==> config.mk <==
export PLATFORM = sky130hd
export DESIGN_NAME = adc_delay_calib
export DESIGN_NICKNAME = d
export VERILOG_FILES = /design/src/rtl/adc_delay_calib.sv
export SDC_FILE = /design/constraint.sdc
export NUM_CORES = 1
export LEC_CHECK = 0
export CAP_MARGIN = 10
export CORE_MARGIN = 2
export CORE_UTILIZATION = 56
export CTS_BUF_LIST = sky130_fd_sc_hd__clkbuf_16
export DETAILED_ROUTE_END_ITERATION = 8
export GPL_ROUTABILITY_DRIVEN = 0
export HOLD_SLACK_MARGIN = 0.03
export PLACE_DENSITY_LB_ADDON = 0.05
export SLEW_MARGIN = 30
export SYNTH_ARGS = -nofsm -noshare
export SYNTH_HDL_FRONTEND = slang
export SYNTH_SLANG_ARGS = --single-unit
==> constraint.sdc <==
create_clock -name clk -period 9.9 [get_ports clk]
set_clock_uncertainty 0.15 [all_clocks]
set_input_delay 1.485 -clock clk [delete_from_list [all_inputs] [get_ports clk]]
set_output_delay 1.485 -clock clk [all_outputs]
set_load 0.02 [all_outputs]
==> src/rtl/adc_delay_calib.sv <==
// Sweeps the shared ADC input-delay tap over 32 settings, checks each tap against the
// test pattern, then loads the centre of the longest passing window (or restores the old tap).
module adc_delay_calib #(
    parameter int unsigned SETTLE_CYCLES = 16,
    parameter int unsigned CHECK_CYCLES  = 256
) (
    input  logic        clk,
    input  logic        reset_n,
    input  logic        cal_start,
    input  logic        manual_load,
    input  logic [4:0]  manual_tap,
    input  logic [25:0] sample_dat,
    input  logic [25:0] expected_dat,
    output logic [4:0]  delay_tap,
    output logic        delay_reset,
    output logic        cal_busy,
    output logic        cal_done,
    output logic        cal_fail,
    output logic [31:0] pass_map,
    output logic [4:0]  win_start,
    output logic [5:0]  win_len
);

    localparam logic [2:0] S_IDLE    = 3'd0;
    localparam logic [2:0] S_SET_TAP = 3'd1;
    localparam logic [2:0] S_SETTLE  = 3'd2;
    localparam logic [2:0] S_CHECK   = 3'd3;
    localparam logic [2:0] S_RECORD  = 3'd4;
    localparam logic [2:0] S_APPLY   = 3'd5;
    localparam logic [2:0] S_DONE    = 3'd6;

    localparam int unsigned MAX_CYC = (SETTLE_CYCLES > CHECK_CYCLES) ? SETTLE_CYCLES : CHECK_CYCLES;
    localparam int unsigned CNT_W   = $clog2(MAX_CYC + 1);

    logic [2:0]       state_q, state_d;
    logic [4:0]       tap_cnt_q, tap_cnt_d;
    logic [4:0]       prev_tap_q, prev_tap_d;
    logic [CNT_W-1:0] cnt_q, cnt_d;
    logic             err_q, err_d;
    logic [25:0]      sample_q;
    logic [4:0]       run_start_q, run_start_d;
    logic [5:0]       run_len_q, run_len_d;
    logic [4:0]       delay_tap_q, delay_tap_d;
    logic             delay_reset_q, delay_reset_d;
    logic             busy_q, busy_d;
    logic             done_q, done_d;
    logic             fail_q, fail_d;
    logic [31:0]      pass_map_q, pass_map_d;
    logic [4:0]       win_start_q, win_start_d;
    logic [5:0]       win_len_q, win_len_d;
    logic             word_err;
    logic             tap_pass;

    assign word_err = (sample_q != expected_dat);
    assign tap_pass = ~err_q;

    always_comb begin
        state_d       = state_q;
        tap_cnt_d     = tap_cnt_q;
        prev_tap_d    = prev_tap_q;
        cnt_d         = cnt_q;
        err_d         = err_q;
        run_start_d   = run_start_q;
        run_len_d     = run_len_q;
        delay_tap_d   = delay_tap_q;
        delay_reset_d = 1'b0;
        busy_d        = busy_q;
        done_d        = done_q;
        fail_d        = fail_q;
        pass_map_d    = pass_map_q;
        win_start_d   = win_start_q;
        win_len_d     = win_len_q;

        case (state_q)
            S_IDLE: begin
                if (cal_start) begin
                    prev_tap_d    = delay_tap_q;
                    tap_cnt_d     = '0;
                    pass_map_d    = '0;
                    win_start_d   = '0;
                    win_len_d     = '0;
                    run_start_d   = '0;
                    run_len_d     = '0;
                    done_d        = 1'b0;
                    fail_d        = 1'b0;
                    busy_d        = 1'b1;
                    delay_tap_d   = '0;
                    delay_reset_d = 1'b1;
                    state_d       = S_SET_TAP;
                end else if (manual_load) begin
                    delay_tap_d   = manual_tap;
                    delay_reset_d = 1'b1;
                end
            end
            S_SET_TAP: begin
                cnt_d   = '0;
                state_d = S_SETTLE;
            end
            S_SETTLE: begin
                if (cnt_q == CNT_W'(SETTLE_CYCLES - 1)) begin
                    cnt_d   = '0;
                    err_d   = 1'b0;
                    state_d = S_CHECK;
                end else begin
                    cnt_d = cnt_q + CNT_W'(1);
                end
            end
            S_CHECK: begin
                err_d = err_q | word_err;
                if (cnt_q == CNT_W'(CHECK_CYCLES - 1)) begin
                    cnt_d   = '0;
                    state_d = S_RECORD;
                end else begin
                    cnt_d = cnt_q + CNT_W'(1);
                end
            end
            S_RECORD: begin
                pass_map_d[tap_cnt_q] = tap_pass;
                if (tap_pass) begin
                    if (run_len_q == 6'd0) run_start_d = tap_cnt_q;
                    run_len_d = run_len_q + 6'd1;
                end else begin
                    run_len_d = '0;
                end
                if (run_len_d > win_len_q) begin
                    win_start_d = run_start_d;
                    win_len_d   = run_len_d;
                end
                // Tap and strobe are registered, so the next state's values are loaded here
                // to appear during SET_TAP / APPLY themselves.
                delay_reset_d = 1'b1;
                if (tap_cnt_q == 5'd31) begin
                    if (win_len_d != 6'd0) begin
                        delay_tap_d = win_start_d + 5'((win_len_d - 6'd1) >> 1);
                    end else begin
                        delay_tap_d = prev_tap_q;
                        fail_d      = 1'b1;
                    end
                    state_d = S_APPLY;
                end else begin
                    tap_cnt_d   = tap_cnt_q + 5'd1;
                    delay_tap_d = tap_cnt_q + 5'd1;
                    state_d     = S_SET_TAP;
                end
            end
            S_APPLY: begin
                done_d  = 1'b1;
                state_d = S_DONE;
            end
            S_DONE: begin
                busy_d  = 1'b0;
                state_d = S_IDLE;
            end
            default: state_d = S_IDLE;
        endcase
    end

    always_ff @(posedge clk) begin
        if (!reset_n) begin
            state_q       <= S_IDLE;
            tap_cnt_q     <= '0;
            prev_tap_q    <= '0;
            cnt_q         <= '0;
            err_q         <= 1'b0;
            sample_q      <= '0;
            run_start_q   <= '0;
            run_len_q     <= '0;
            delay_tap_q   <= '0;
            delay_reset_q <= 1'b0;
            busy_q        <= 1'b0;
            done_q        <= 1'b0;
            fail_q        <= 1'b0;
            pass_map_q    <= '0;
            win_start_q   <= '0;
            win_len_q     <= '0;
        end else begin
            state_q       <= state_d;
            tap_cnt_q     <= tap_cnt_d;
            prev_tap_q    <= prev_tap_d;
            cnt_q         <= cnt_d;
            err_q         <= err_d;
            sample_q      <= sample_dat;
            run_start_q   <= run_start_d;
            run_len_q     <= run_len_d;
            delay_tap_q   <= delay_tap_d;
            delay_reset_q <= delay_reset_d;
            busy_q        <= busy_d;
            done_q        <= done_d;
            fail_q        <= fail_d;
            pass_map_q    <= pass_map_d;
            win_start_q   <= win_start_d;
            win_len_q     <= win_len_d;
        end
    end

    assign delay_tap   = delay_tap_q;
    assign delay_reset = delay_reset_q;
    assign cal_busy    = busy_q;
    assign cal_done    = done_q;
    assign cal_fail    = fail_q;
    assign pass_map    = pass_map_q;
    assign win_start   = win_start_q;
    assign win_len     = win_len_q;

endmodule
== Word level (Yosys, flattened, before mapping) ==
Index checks and enable logic that the tools add are counted.

* Bits in registers: 112
* Latch bits: 0
* RAM bits: 0
* Bits in read-only memories: 0
* Input bits: 61
* Output and inout bits: 52
* Logic and storage cells: 107
* Memories: 0

* Add/subtract/negate cells: 5
* Multiply operators: 0
* Div/mod/pow operators: 0
* $lt $le $gt $ge: 3
* Equality and inequality tests: 17
* Shifts and indexed selects: 0
* Multiplexer cells: 46
* Bitwise gates (word level): 2
* Reduce and logical (&&, ||, !) cells: 18

{| class="wikitable"
|+ Operators with widths
! operator !! number
|-
| $pmux 32 s2 || 1
|-
| $mux 5 || 10
|-
| $pmux 5 s2 || 4
|-
| $bwmux 32 || 1
|-
| $mux 32 || 1
|-
| $mux 6 || 5
|-
| $pmux 9 s3 || 1
|-
| $ne 26x26->1 || 1
|-
| $pmux 6 s2 || 2
|-
| $mux 9 || 2
|-
| $pmux 3 s6 || 1
|-
| $mux 3 || 4
|-
| $ne 2x2->1 const B || 6
|-
| $reduce_and 2->1 || 6
|-
| $pmux 1 s2 || 5
|-
| $add 9x1->9 const B || 1
|-
| $eq 3x3->1 const B || 3
|-
| $eq 9x4->1 const B || 1
|-
| $eq 9x8->1 const B || 1
|-
| $mux 1 || 8
|-
| $reduce_bool 2->1 || 4
|-
| $add 6x1->6 const B || 1
|-
| $eq 3x2->1 const B || 2
|-
| $gt 6x6->1 || 1
|-
| other kinds (18) || 19
|}

== Longest topological paths before layout ==
* Depth in word-level cells: 11
* Gate-level depth with buffers: 21
* Gate-level depth less buffers: 19

== Worst setup path before layout ==
Ideal clock, no wire load.

* Kind: register to register
* From: reg run_len_q[0]
* To: reg delay_tap_q[4] (netlist: delay_tap[4])
* Setup time: 0.115 ns
* Arrival time: 3.976 ns
* Required time: 9.635 ns
* Path slack: 5.659 ns
* Stages on the path, launching flop included: 21
* Buffers on the path: 2
* Period minus slack after synthesis: 4.241 ns
* Cell sequence: dfxtp_1 nand3_1 or3_1 a21oi_2 ha_1 and4_1 and3_1 a31oi_4 buf_2 clkbuf_1 nand2_1 o21ai_0 ha_1 inv_1 fa_1 inv_1 a21o_1 a21oi_1 xor2_1 o41a_1 o21a_1

* Word-level cells in the longest chain between the ends: 11
* Elaborated cells on any way between the ends: 17
* Those cells by class: add/sub (3); order compare (1); mux (11); reduce/logical (2)

{| class="wikitable"
|+ RTL lines
! what !! line !! source
|-
| start: declaration || 42 || <nowiki>logic [5:0] run_len_q, run_len_d;</nowiki>
|-
| start signal: assignment || 184 || <nowiki>run_len_q <= run_len_d;</nowiki>
|-
| $add 6x1->6 || 121 || <nowiki>run_len_d = run_len_q + 6'd1;</nowiki>
|-
| $mux 6 || 119 || <nowiki>if (tap_pass) begin</nowiki>
|-
| $mux 6 || 74 || <nowiki>case (state_q)</nowiki>
|-
| $gt 6x6->1 || 125 || <nowiki>if (run_len_d > win_len_q) begin</nowiki>
|-
| $mux 6 || 125 ||
|-
| $mux 6 || 74 ||
|-
| $sub 6x1->6 || 134 || <nowiki>delay_tap_d = win_start_d + 5'((win_len_d - 6'd1) >> 1);</nowiki>
|-
| $add 5x5->5 || 134 ||
|-
| $mux 5 * || 133 || <nowiki>if (win_len_d != 6'd0) begin</nowiki>
|-
| $mux 5 * || 132 || <nowiki>if (tap_cnt_q == 5'd31) begin</nowiki>
|-
| $pmux 5 s2 * || 74 ||
|-
| end signal: assignment || 185 || <nowiki>delay_tap_q <= delay_tap_d;</nowiki>
|-
| end: declaration || 43 || <nowiki>logic [4:0] delay_tap_q, delay_tap_d;</nowiki>
|}

Every way passes the cells marked *; elsewhere a longest branch is shown, timed or not. The select of a mux whose other input is x is not followed.
A chain may end at the register's enable or synchronous reset.

== Worst setup path in the final report ==
* From: reg err_q
* To: reg delay_tap_q[4] (netlist: delay_tap[4])

* Word-level cells in the longest chain between the ends: 10
* Elaborated cells on any way between the ends: 14
* Those cells by class: add/sub (2); order compare (1); mux (10); reduce/logical (1)

{| class="wikitable"
|+ RTL lines
! what !! line !! source
|-
| start: declaration || 39 || <nowiki>logic err_q, err_d;</nowiki>
|-
| start signal: assignment || 181 || <nowiki>err_q <= err_d;</nowiki>
|-
| $mux 6 || 119 ||
|-
| $mux 6 || 74 ||
|-
| $gt 6x6->1 || 125 ||
|-
| $mux 6 || 125 ||
|-
| $mux 6 || 74 ||
|-
| $sub 6x1->6 || 134 ||
|-
| $add 5x5->5 || 134 ||
|-
| $mux 5 * || 133 ||
|-
| $mux 5 * || 132 ||
|-
| $pmux 5 s2 * || 74 ||
|}

Marked as above.

==> flow_summary.json <==
{
  "status": "finished clean",
  "whs_ns": 0.328,
  "required_ns": 9.99,
  "cts_tree": "built",
  "max_slew_margin_pct": 37.4,
  "ys_types": 61,
  "p_switching_w": 0.000211,
  "portBuffers": 112,
  "cp.arrival_ns": 4.98,
  "clkSinkCount": 112,
  "nFillCells": 830,
  "wl_mm": 14.2,
  "die_h_um": 105,
  "place_hpwl_mm": 9.97,
  "dp_cells": 886,
  "swShare_pct": 22.4,
  "synth_compound_area_share_pct": 20.0,
  "post_drt_wl_per_cell_um": 15.8,
  "drc": 0,
  "std_cell_rows": 37,
  "fin_util_pct": 71.0,
  "r2r_slack_ns": 5.01,
  "yosys.area_share.adder_pct": 4.69,
  "post_cts_resized": 0,
  "cts-root-buf": "clkbuf_16",
  "drive_gt1_share_pct": 4.18,
  "crit_path_start_kind": "register",
  "path_class": "reg2reg",
  "syn_area_sq_mm": 0.00576,
  "leakage_nw": 2.64,
  "muxShareOfSynthArea_pct": 2.24,
  "pwr-share-seq_pct": 49.8,
  "synth_seq_cells": 112,
  "layout.nets": 844,
  "fp.coreArea_sq_mm": 0.0101,
  "grt.overflow.total": 0,
  "worstPathMaxFanout": 23,
  "worstMarginPinSlew_ns": 0.932,
  "grt_max_degree": 113,
  "fin_crit_sh_pct": 49.4,
  "final-hold-violation-count": 0,
  "synth_top_family_by_area": "simple AND/OR/NAND/NOR gates",
  "grt_pass1_wl_mm": 23.2,
  "clkPwrFrac_pct": 39.6,
  "layout.cells.non_filler": 902,
  "antenna_found_initial": 0,
  "antenna_cells": 0,
  "holdBufCountCts": 0,
  "period_needed_ns": 4.89,
  "clock_path_buffers": 2,
  "insertion_delay_ns": 0.34,
  "syn_to_final_growth_pct": 24.9,
  "synth_cells": 680,
  "cts_setup_buffers": 0,
  "drv_cap": 0,
  "setup_tns_ns": 0,
  "intPower_w": 0.000731,
  "cpPeakStageDelay_ns": 0.74,
  "htreeDepth": 3,
  "finalPower_w": 0.000942,
  "synth_ff_type": "dfxtp_1",
  "grt_usage_pct": 25.5,
  "cts_buffers": 9,
  "start_util_pct": 56.8,
  "slowest_stage": "dfxtp_1",
  "drv_slew": 0,
  "ioPinCount": 113,
  "yosysWarnings": 0,
  "synth_xor_area_share_pct": 5.62,
  "crit_chain": "inv_1, and2_1, ha_1, and4_1, and3_1, a31oi_4, nor2_1, a21oi_1, ha_1, inv_1, fa_1, inv_1, a21o_1, a21oi_1, xor2_1, o41a_1, o21a_1",
  "final_antenna_net_count": 0,
  "yosysSeqAreaShare_pct": 38.9,
  "max-vdd-ir-drop_v": 0.0000985,
  "firstDrtPassIters": 5,
  "drt-initial-drc-count": 299,
  "setup_viol": 0,
  "die_area_sq_mm": 0.0111,
  "min_path_type": "reg2reg",
  "synth_async_sr_flop_share_pct": 0,
  "num_vias": 5139,
  "syn-num-nets": 762,
  "end_kind": "register",
  "syn_area_per_cell_sq_um": 8.48,
  "crit_top_cell": "inv_1",
  "rsz0062_at_grt": "no",
  "yosys.area_share.simple_pct": 24.1,
  "power_frac_comb_pct": 10.7,
  "fmax_mhz": 204,
  "fp.dieW_um": 105,
  "clk_pin_slew_worst_paths_ns": 0.07,
  "synth-edff-count": 0,
  "first_global_vias": 4786,
  "p_per_area_mw_per_mm2": 131,
  "routed_via_density": 5.70
}
## registers in the layout (all words and copies together), names as in the netlist
name and count:
delay_reset 1, cal_done 1, cal_fail 1, state_q 3, tap_cnt_q 5, run_start_q 5, sample_q 26, cal_busy 1
win_start 5, win_len 6, run_len_q 6, prev_tap_q 5, cnt_q 9, err_q 1, delay_tap 5, pass_map 32
## through the flow
stage	setup WS, ns	instance area (sq um)
finish	5.01	7200
global route	4.65	7200
CTS	5.01	7190
detailed placement	5.01	6890
global placement	5.29	6890
floorplan	5.66	5760
## cell usage in the layout, fill, tap and decap left out, drive strengths merged, types with 2 or more instances in the layout
cell type and count:
o311ai 2, a21o 4, o211ai 8, a31oi 6, nor4 8, xor2 19
nor3b 9, bufinv 2, a41oi 2, clkdlybuf4s50 111, a22oi 19, or3 4
buf 3, clkinv 2, clkbuf 10, mux2i 6, nand4 12, mux2 4
nand3b 2, nor2b 33, o21a 3, a21oi 38, nor2 28, or2 2
and3 15, dfxtp 112, o21ai 35, and2 35, a21boi 42, nand2 60
xnor2 18, nor3 4, nand2b 3, inv 23, nand3 47, ha 20
## critical path, delay by kind of cell (launching register included)
kind | cells | cell delay (ns)
buffers and inverters | 3 | 0.65
AOI/OAI and AO/OA | 6 | 1.37
xor gates and xnor gates | 1 | 0.18
and+or+nand+nor | 4 | 0.78
DFF | 1 | 0.74
adders and majority gates | 3 | 0.90
## power groups by stage
stage | Clock, W | Sequential [W] | Combinational, W
2_1_floorplan | 0 | 0.000480 | 0.0000555
3_3_place_gp | 0 | 0.000479 | 0.0000973
3_5_place_dp | 0 | 0.000479 | 0.0000996
4_1_cts | 0.000380 | 0.000469 | 0.000100
5_1_grt | 0.000397 | 0.000470 | 0.000109
6_report | 0.000373 | 0.000469 | 0.000100
## cell families after synthesis
family | after synthesis
xor+xnor | 37
compound gates | 171
simple gates | 264
flops | 112
mux | 10
fa+ha+maj | 21
buf+inv | 65
## cell usage after synthesis (4+ instances only)
library cell  count  area share, %
a21boi_0         41            5.3
a21o_1            4           0.52
a21oi_1          37            3.2
a22oi_1          19            2.5
a31oi_1           5           0.54
and2_1           35            3.8
and3_1           14            1.5
buf_1             6           0.39
clkbuf_1         33            2.1
dfxtp_1         112             39
ha_1             20            4.3
inv_1            21            1.4
mux2i_1           5           0.87
nand2_1          60            3.9
nand3_1          47            4.1
nand4_1          12            1.3
nor2_1           28            1.8
nor2b_1          33            3.6
nor3_1            4           0.35
nor3b_1           9            1.2
nor4_1            8           0.87
o211ai_1          7           0.91
o21ai_0          31            2.7
or3_1             4           0.43
xnor2_1          18            2.7
xor2_1           19            2.9
## path summary, 6_finish.rpt
path | startpoint | end | cells after the start
max reg2reg | err_q$_SDFFE_PN0P_ | delay_tap[4]$_SDFFE_PN0P_ | 17
max | err_q$_SDFFE_PN0P_ | delay_tap[4]$_SDFFE_PN0P_ | 17
min reg2reg | pass_map[16]$_SDFFE_PN0P_ | pass_map[16]$_SDFFE_PN0P_ | 2
min | pass_map[16]$_SDFFE_PN0P_ | pass_map[16]$_SDFFE_PN0P_ | 2
## area by class of cell
class | count | area [sq um] | area share [%]
tap | 136 | 170 | 2.36
sequential | 112 | 2240 | 31.2
inverter | 21 | 78.8 | 1.10
clock buffer | 9 | 225 | 3.13
timing repair buffer | 115 | 1140 | 15.8
multi-input combinational | 503 | 3260 | 45.4
clock inverter | 6 | 77.6 | 1.08
## metal layers
layer / share of wire (%) / track usage (%) / vias to the layer above / wire [um]
met2: 49 / 43.6 / 150 / 6960
met4: 1.4 / 6.48 / 0 / 194
met1: 45 / 33.3 / 2435 / 6420
met3: 4.5 / 4.33 / 16 / 646
met5: 0 / 0 / - / 0
li1: - / - / 2538 / -
(Power assumes the default switching activity.)
